==> src/rtl/elevator_ctrl_fsm.sv <==
// SCAN-policy elevator controller: turns datapath request/limit flags into
// one-cycle up/down strobes and a timed door-open level.
module elevator_ctrl_fsm #(
  parameter int MOVE_CYCLES = 8,
  parameter int DOOR_CYCLES = 16
) (
  input  logic       clk,
  input  logic       rst,
  input  logic       request_i,
  input  logic       request_j_gt_i,
  input  logic       request_j_lt_i,
  input  logic       at_top,
  input  logic       at_bottom,
  input  logic       door_hold,
  output logic       up,
  output logic       down,
  output logic       open,
  output logic       moving,
  output logic       dir_up,
  output logic [2:0] state
);

  typedef enum logic [2:0] {
    IDLE      = 3'd0,
    DOOR_OPEN = 3'd1,
    MOVE_UP   = 3'd2,
    MOVE_DOWN = 3'd3,
    ARRIVE    = 3'd4
  } state_t;

  localparam int MAX_CYCLES = (MOVE_CYCLES > DOOR_CYCLES) ? MOVE_CYCLES : DOOR_CYCLES;
  localparam int TW = $clog2(MAX_CYCLES) + 1;
  localparam logic [TW-1:0] MOVE_LAST = TW'(MOVE_CYCLES - 1);
  localparam logic [TW-1:0] DOOR_LAST = TW'(DOOR_CYCLES - 1);
  localparam logic [TW-1:0] ONE = TW'(1);
  // With single-cycle travel the strobe must already be high on the entry cycle.
  localparam logic FIRST_PULSE = (MOVE_CYCLES == 1);

  state_t        st;
  logic [TW-1:0] timer;

  logic   up_ok, dn_ok, ahead, behind;
  state_t mv_state;
  logic   mv_dir;
  logic   take;
  state_t tgt;

  assign state = st;

  // Direction part of the decision: continue ahead, otherwise reverse, otherwise rest.
  always_comb begin
    up_ok    = request_j_gt_i && !at_top;
    dn_ok    = request_j_lt_i && !at_bottom;
    ahead    = dir_up ? up_ok : dn_ok;
    behind   = dir_up ? dn_ok : up_ok;
    mv_state = IDLE;
    mv_dir   = dir_up;
    if (ahead) begin
      mv_state = dir_up ? MOVE_UP : MOVE_DOWN;
    end else if (behind) begin
      mv_state = dir_up ? MOVE_DOWN : MOVE_UP;
      mv_dir   = !dir_up;
    end
  end

  // Door exit skips the current-floor rule: open has already cleared that request.
  always_comb begin
    take = 1'b0;
    tgt  = IDLE;
    case (st)
      IDLE, ARRIVE: begin
        take = 1'b1;
        tgt  = request_i ? DOOR_OPEN : mv_state;
      end
      DOOR_OPEN: begin
        if (!door_hold && timer == DOOR_LAST) begin
          take = 1'b1;
          tgt  = mv_state;
        end
      end
      default: ;
    endcase
  end

  always_ff @(posedge clk) begin
    if (rst) begin
      st     <= IDLE;
      timer  <= '0;
      up     <= 1'b0;
      down   <= 1'b0;
      open   <= 1'b0;
      moving <= 1'b0;
      dir_up <= 1'b1;
    end else if (take) begin
      st     <= tgt;
      timer  <= '0;
      open   <= (tgt == DOOR_OPEN);
      moving <= (tgt == MOVE_UP) || (tgt == MOVE_DOWN);
      up     <= (tgt == MOVE_UP) && FIRST_PULSE;
      down   <= (tgt == MOVE_DOWN) && FIRST_PULSE;
      if (tgt == MOVE_UP || tgt == MOVE_DOWN) dir_up <= mv_dir;
    end else begin
      case (st)
        DOOR_OPEN: begin
          open  <= 1'b1;
          timer <= door_hold ? '0 : timer + ONE;
        end
        MOVE_UP: begin
          if (at_top || timer == MOVE_LAST) begin
            st     <= ARRIVE;
            timer  <= '0;
            up     <= 1'b0;
            moving <= 1'b0;
          end else begin
            timer <= timer + ONE;
            up    <= (timer + ONE == MOVE_LAST);
          end
        end
        MOVE_DOWN: begin
          if (at_bottom || timer == MOVE_LAST) begin
            st     <= ARRIVE;
            timer  <= '0;
            down   <= 1'b0;
            moving <= 1'b0;
          end else begin
            timer <= timer + ONE;
            down  <= (timer + ONE == MOVE_LAST);
          end
        end
        default: begin
          st     <= IDLE;
          timer  <= '0;
          up     <= 1'b0;
          down   <= 1'b0;
          open   <= 1'b0;
          moving <= 1'b0;
        end
      endcase
    end
  end

endmodule

==> config.mk <==
export PLATFORM = sky130hd
export DESIGN_NAME = elevator_ctrl_fsm
export DESIGN_NICKNAME = d
export VERILOG_FILES = /design/src/rtl/elevator_ctrl_fsm.sv
export SDC_FILE = /design/constraint.sdc
export NUM_CORES = 1
export LEC_CHECK = 0
export CAP_MARGIN = 40
export CORE_MARGIN = 10
export CORE_UTILIZATION = 43
export DETAILED_ROUTE_END_ITERATION = 7
export HOLD_SLACK_MARGIN = 0.1
export PLACE_DENSITY = 0.73
export SLEW_MARGIN = 5
export SYNTH_ARGS = -nofsm -noshare
export SYNTH_HDL_FRONTEND = slang
export SYNTH_SLANG_ARGS = --single-unit
==> constraint.sdc <==
create_clock -name clk -period 1.9 [get_ports clk]
set_input_delay 0.38 -clock clk [delete_from_list [all_inputs] [get_ports clk]]
set_output_delay 0.38 -clock clk [all_outputs]
set_load 0.05 [all_outputs]
* Word-level counts from Yosys, hierarchy flattened *
Index checks and enable logic that the tools add are counted.

word-level totals
  output and inout bits = 8
  logic and storage cells = 70
  register bits = 13

cells by class
  muxes and demuxes = 29
  reduce and logical (&&, ||, !) cells = 18
  add/sub/neg operators = 1
  equality and inequality tests = 14
  bitwise operators = 1

operators by type and width
  operator                                                                  count
  3-bit 2-to-1 mux                                                          5
  5-bit 2-to-1 mux                                                          3
  5-bit case mux with 3 select lines                                        1
  3-bit by 2-bit equality test with 1-bit output (second input constant)    4
  1-bit 2-to-1 mux                                                          11
  5-bit by 3-bit equality test with 1-bit output (second input constant)    2
  2-bit OR reduction                                                        5
  3-bit case mux with 3 select lines                                        1
  1-bit case mux with 2 select lines                                        4
  3-bit by 1-bit equality test with 1-bit output (second input constant)    2
  3-bit inequality test (second input constant)                             2
  3-bit case mux with 2 select lines                                        1
  5-bit by 1-bit adder with 5-bit output (second input constant)            1
  5-bit by 4-bit equality test with 1-bit output (second input constant)    1
  1-bit zero test                                                           4
  2-bit 2-to-1 mux                                                          2
  4-bit AND reduction                                                       1
  3-bit equality test (second input constant)                               1
  1-bit logical AND                                                         3
  3-bit zero test                                                           1
  1-bit logical OR                                                          3
  1-bit case mux with 3 select lines                                        1
  3-bit AND reduction                                                       1
  2-bit by 1-bit inequality test with 1-bit output (second input constant)  1
  other kinds (2)                                                           2

* Longest topological paths before layout *
  depth in word-level cells = 10
  depth in mapped cells = 7
  mapped depth without buffers = 7

* Least setup slack after synthesis *
OpenSTA, ideal clock, no wires.

  path kind = reg-to-reg
  start point = register timer[0]
  end point = register dir_up
  setup slack = -71 ps
  stages on the path, launching flop included = 8
  library setup time = 122 ps
  arrival = 1848 ps
  path buffers = 0
  path through = dfxtp_1 > ha_1 > and3_1 > ha_1 > or3b_4 > a211oi_2 > nor3b_2 > o31ai_2

between the ends
  longest elaborated chain between the ends = 7
  elaborated cells between the ends (all ways) = 10
  those cells by class = eq/ne (3); mux (4); reduce/logical (3)

ends and longest elaborated chain
  what                                                RTL line  source
  start: declaration                                  40        logic [TW-1:0] timer;
  start signal: assignment                            106       timer <= door_hold ? '0 : timer + ONE;
  start signal: assignment                            115       timer <= timer + ONE;
  start signal: assignment                            126       timer <= timer + ONE;
  5-bit by 4-bit equality test with 1-bit output (*)  76        if (!door_hold && timer == DOOR_LAST) begin
  1-bit logical AND (*)                               76
  3-bit 2-to-1 mux                                    76
  3-bit case mux with 2 select lines                  70        case (st)
  3-bit by 2-bit equality test with 1-bit output      101       if (tgt == MOVE_UP || tgt == MOVE_DOWN) dir_up <= mv_dir;
  1-bit logical OR                                    101
  4-bit AND reduction (no source line) (*)            n/a
  end signal: assignment                              101
  end: declaration                                    19        output logic dir_up,

Mark *: on every way between the ends. The rest lies on a longest branch, timed or not.
A chain may end at the register's enable or synchronous reset.

* Final worst setup path *
Same ends and word-level chain as after synthesis.

==> impl_metrics.tcl <==
set metrics [dict create \
    route.detailed.drc 0 \
    ys_seq_area_share_pct 33.9 \
    cts.htree.levels 1 \
    clock_sinks 12 \
    hold_depth 2 \
    worst_pin_slew_ns 0.497 \
    dr.pass1.iters 4 \
    r2r_end "dir_up" \
    yosys.area_share.simple_pct 25.6 \
    nFillCells 135 \
    cts_max_path_buffers 2 \
    detail-route-antenna-nets 0 \
    skew_ns 0.00183 \
    clock_latency_ns 0.28 \
    synth-seq-cells 12 \
    dieArea_mm2 0.00367 \
    p_sw_share_pct 31.8 \
    reg2reg_depth 7 \
    max_freq_mhz 534 \
    clkPwrFrac_pct 30.5 \
    holdBufCountCts 0 \
    slew_headroom_pct 66.8 \
    synthTopCellsByArea "dfxtp_1, nor2_1, ha_1, a311oi_4, inv_1" \
    root_buffer "clkbuf_4" \
    synth_adder_area_share_pct 5.29 \
    hold_path.class "flip-flop to flip-flop" \
    grt.total_usage_pct 10.1 \
    worstPathCellList "ha_4 -> and3_4 -> ha_4 -> or3b_4 -> a211oi_4 -> nor3b_2 -> o31ai_2" \
    synth_most_common_cell "dfxtp_1" \
    p_sw_uw 217 \
    drt_iter0_drc 6 \
    gr-total-overflow 0 \
    cpMostUsedCell "ha_4" \
    synthCells 81 \
    critPathMaxFanout 3 \
    rsz0062_at_grt "true" \
    crit_type "flip-flop to flip-flop" \
    critical_path.endpoint_type "flip-flop" \
    grt_pass1_vias 670 \
    core_area_mm2 0.00154 \
    leakage_uw 0.000399 \
    cp_slowest_stage_delay_ns 0.39 \
    synth_common_cells "dfxtp_1, nor2_1, inv_1" \
    yosysWarnings 0 \
    grt_pass1_wl_mm 2.90 \
    vias_per_cell 5.21 \
    start_kind "flip-flop" \
    muxShareOfSynthArea_pct 2.12 \
    synth_top_area_share_pct 33.9 \
    worstHoldStart "up" \
    die_x_um 60.6 \
    grt_max_degree 11 \
    rr_startpoint "timer[0]" \
    initial_utilization_pct 46.0 \
    port_buffers 15 \
    chipHeight_um 60.6 \
    finalSetupViolations 0 \
    reg2reg_slack_ns 0.03 \
    worstPathRequired_ns 2.07 \
    crit_slowest_cell "or3b_4" \
    min_period_ns 1.87 \
    vias 662 \
    syn-cell-area_um2 709 \
    synth_edf_count 0 \
    seq_power_share_pct 41.4 \
    synth_cell_types 35 \
    num_antenna_cells 0 \
    fin_ws_ns 0.0271 \
    internal_power_uw 465 \
    routed_wirelength_mm 1.77 \
    maxCapViolCount 0 \
    min_to "up" \
    power_frac_comb_pct 28.1 \
    fin_nets 123 \
    syn2layout_area_growth_pct 43.7 \
    synth_flop_cell "dfxtp_1" \
    synth_nets 92 \
    place_worst_setup_slack_ns -0.00747 \
    fp-row-count 14 \
    path_clk_slew_ns 0.08 \
    vdd_drop_max_v 0.000554 \
    synth_area_per_cell_um2 8.76 \
    outcome "complete, no violations" \
    cts_tree "done" \
    p_per_area_mw_per_mm2 668 \
    final_layout_size_suffix_gt1_share_pct 33.3 \
    setup_tns_ns 0 \
    timing.final.hold_violations 0 \
    synth_top_family_by_area "compound AO/OA/AOI/OAI gates" \
    gp_congestion 0.812 \
    critPathTopFamily "simple AND/OR/NAND/NOR gates" \
    synth-xor-area-share_pct 1.23 \
    cp.buffers_inverters 0 \
    ios 16 \
    synth_largest_area_cell "dfxtp_1" \
    antenna_found_initial 0 \
    wl_per_cell_um 13.9 \
    slew_viol_final 0 \
    post-route-period-util_pct 98.6 \
    place_hpwl_mm 1.37 \
    async_reset_ff_share_pct 0 \
    synth_compound_area_share_pct 25.6 \
    worstPathArrival_ns 2.04 \
    cts_buffers 3 \
]
## worst reg2reg max path, stage by stage, from the launching register on
cell and delay (ns):
dfxtp_2 0.35, ha_4 0.13, and3_4 0.19, ha_4 0.13, or3b_4 0.39, a211oi_4 0.27, nor3b_2 0.22, o31ai_2 0.08
## cells by family after synthesis
logic type | after synthesis
AOI/OAI and AO/OA | 23
xor gates and xnor gates | 1
adders and majority gates | 3
buffers and inverters | 9
DFF | 12
muxes | 1
and+or+nand+nor | 32
## final cells by class
cell class                 instances  area (um2)  share of cell area (%)
tap                               16        20.0                    1.96
multi-input combinational         60         462                    45.3
sequential                        12         243                    23.8
inverter                           7        26.3                    2.58
timing repair buffer              28         233                    22.8
clock buffer                       4        36.3                    3.56
## sequential cells by signal, summed over array words and instances, names as in the netlist
| signal | cells |
|---|---|
| dir_up | 1 |
| down | 1 |
| open | 1 |
| state | 3 |
| timer | 5 |
| up | 1 |
## metrics by stage
stage	power, uW	hold slack, ns	util [%]	cell area (um2)	std cells
2_1_floorplan	411	0.449	-	722	81
3_3_place_gp	472	0.523	61.5	948	122
3_5_place_dp	473	0.532	61.5	948	122
4_1_cts	686	0.544	63.9	985	126
5_1_grt	717	0.572	66.2	1020	127
6_report	682	0.531	66.2	1020	127
## routing by layer
metal	part of all wire, %	track usage, %	wire (um)
met1	40	10.3	710
met2	52	18.2	920
met3	7.1	4.59	126
met4	0.73	2.82	13
met5	0	0	0
## repair_timing
action	in CTS	in global routing
setup endpoints to repair	1	7
buffers inserted	0	1
gates resized for setup	0	6
pin swaps	1	4
## worst max path at each step
stage / end / slack, ns / depth (start not counted) / start
floorplan: dir_up / 0.006 / 7 / timer[1]
global placement: dir_up / 0.02 / 5 / door_hold
detailed placement: dir_up / -0.007 / 7 / timer[1]
CTS: dir_up / 0.003 / 7 / timer[1]
global route: dir_up / -0.04 / 7 / timer[0]
finish: dir_up / 0.03 / 7 / timer[0]
## power by group through the flow
stage / clock network [uW] / registers, uW / logic, uW
3_5_place_dp: 0 / 286 / 187
5_1_grt: 225 / 284 / 207
6_report: 208 / 282 / 192
3_3_place_gp: 0 / 286 / 186
2_1_floorplan: 0 / 321 / 90.1
4_1_cts: 218 / 281 / 188
## cell usage in the layout, fill, tap and decap left out, drive strengths merged, types with 2 or more instances in the layout
cell type	instances
inv	7
a21oi	6
ha	3
nor2	11
clkbuf	4
buf	19
nand2b	4
a211oi	2
and2b	2
nand2	3
dfxtp	12
o21ai	5
a2bb2oi	2
a31oi	3
and2	2
clkdlybuf4s50	9
o211ai	2
Power figures use the tool's default switching activity.
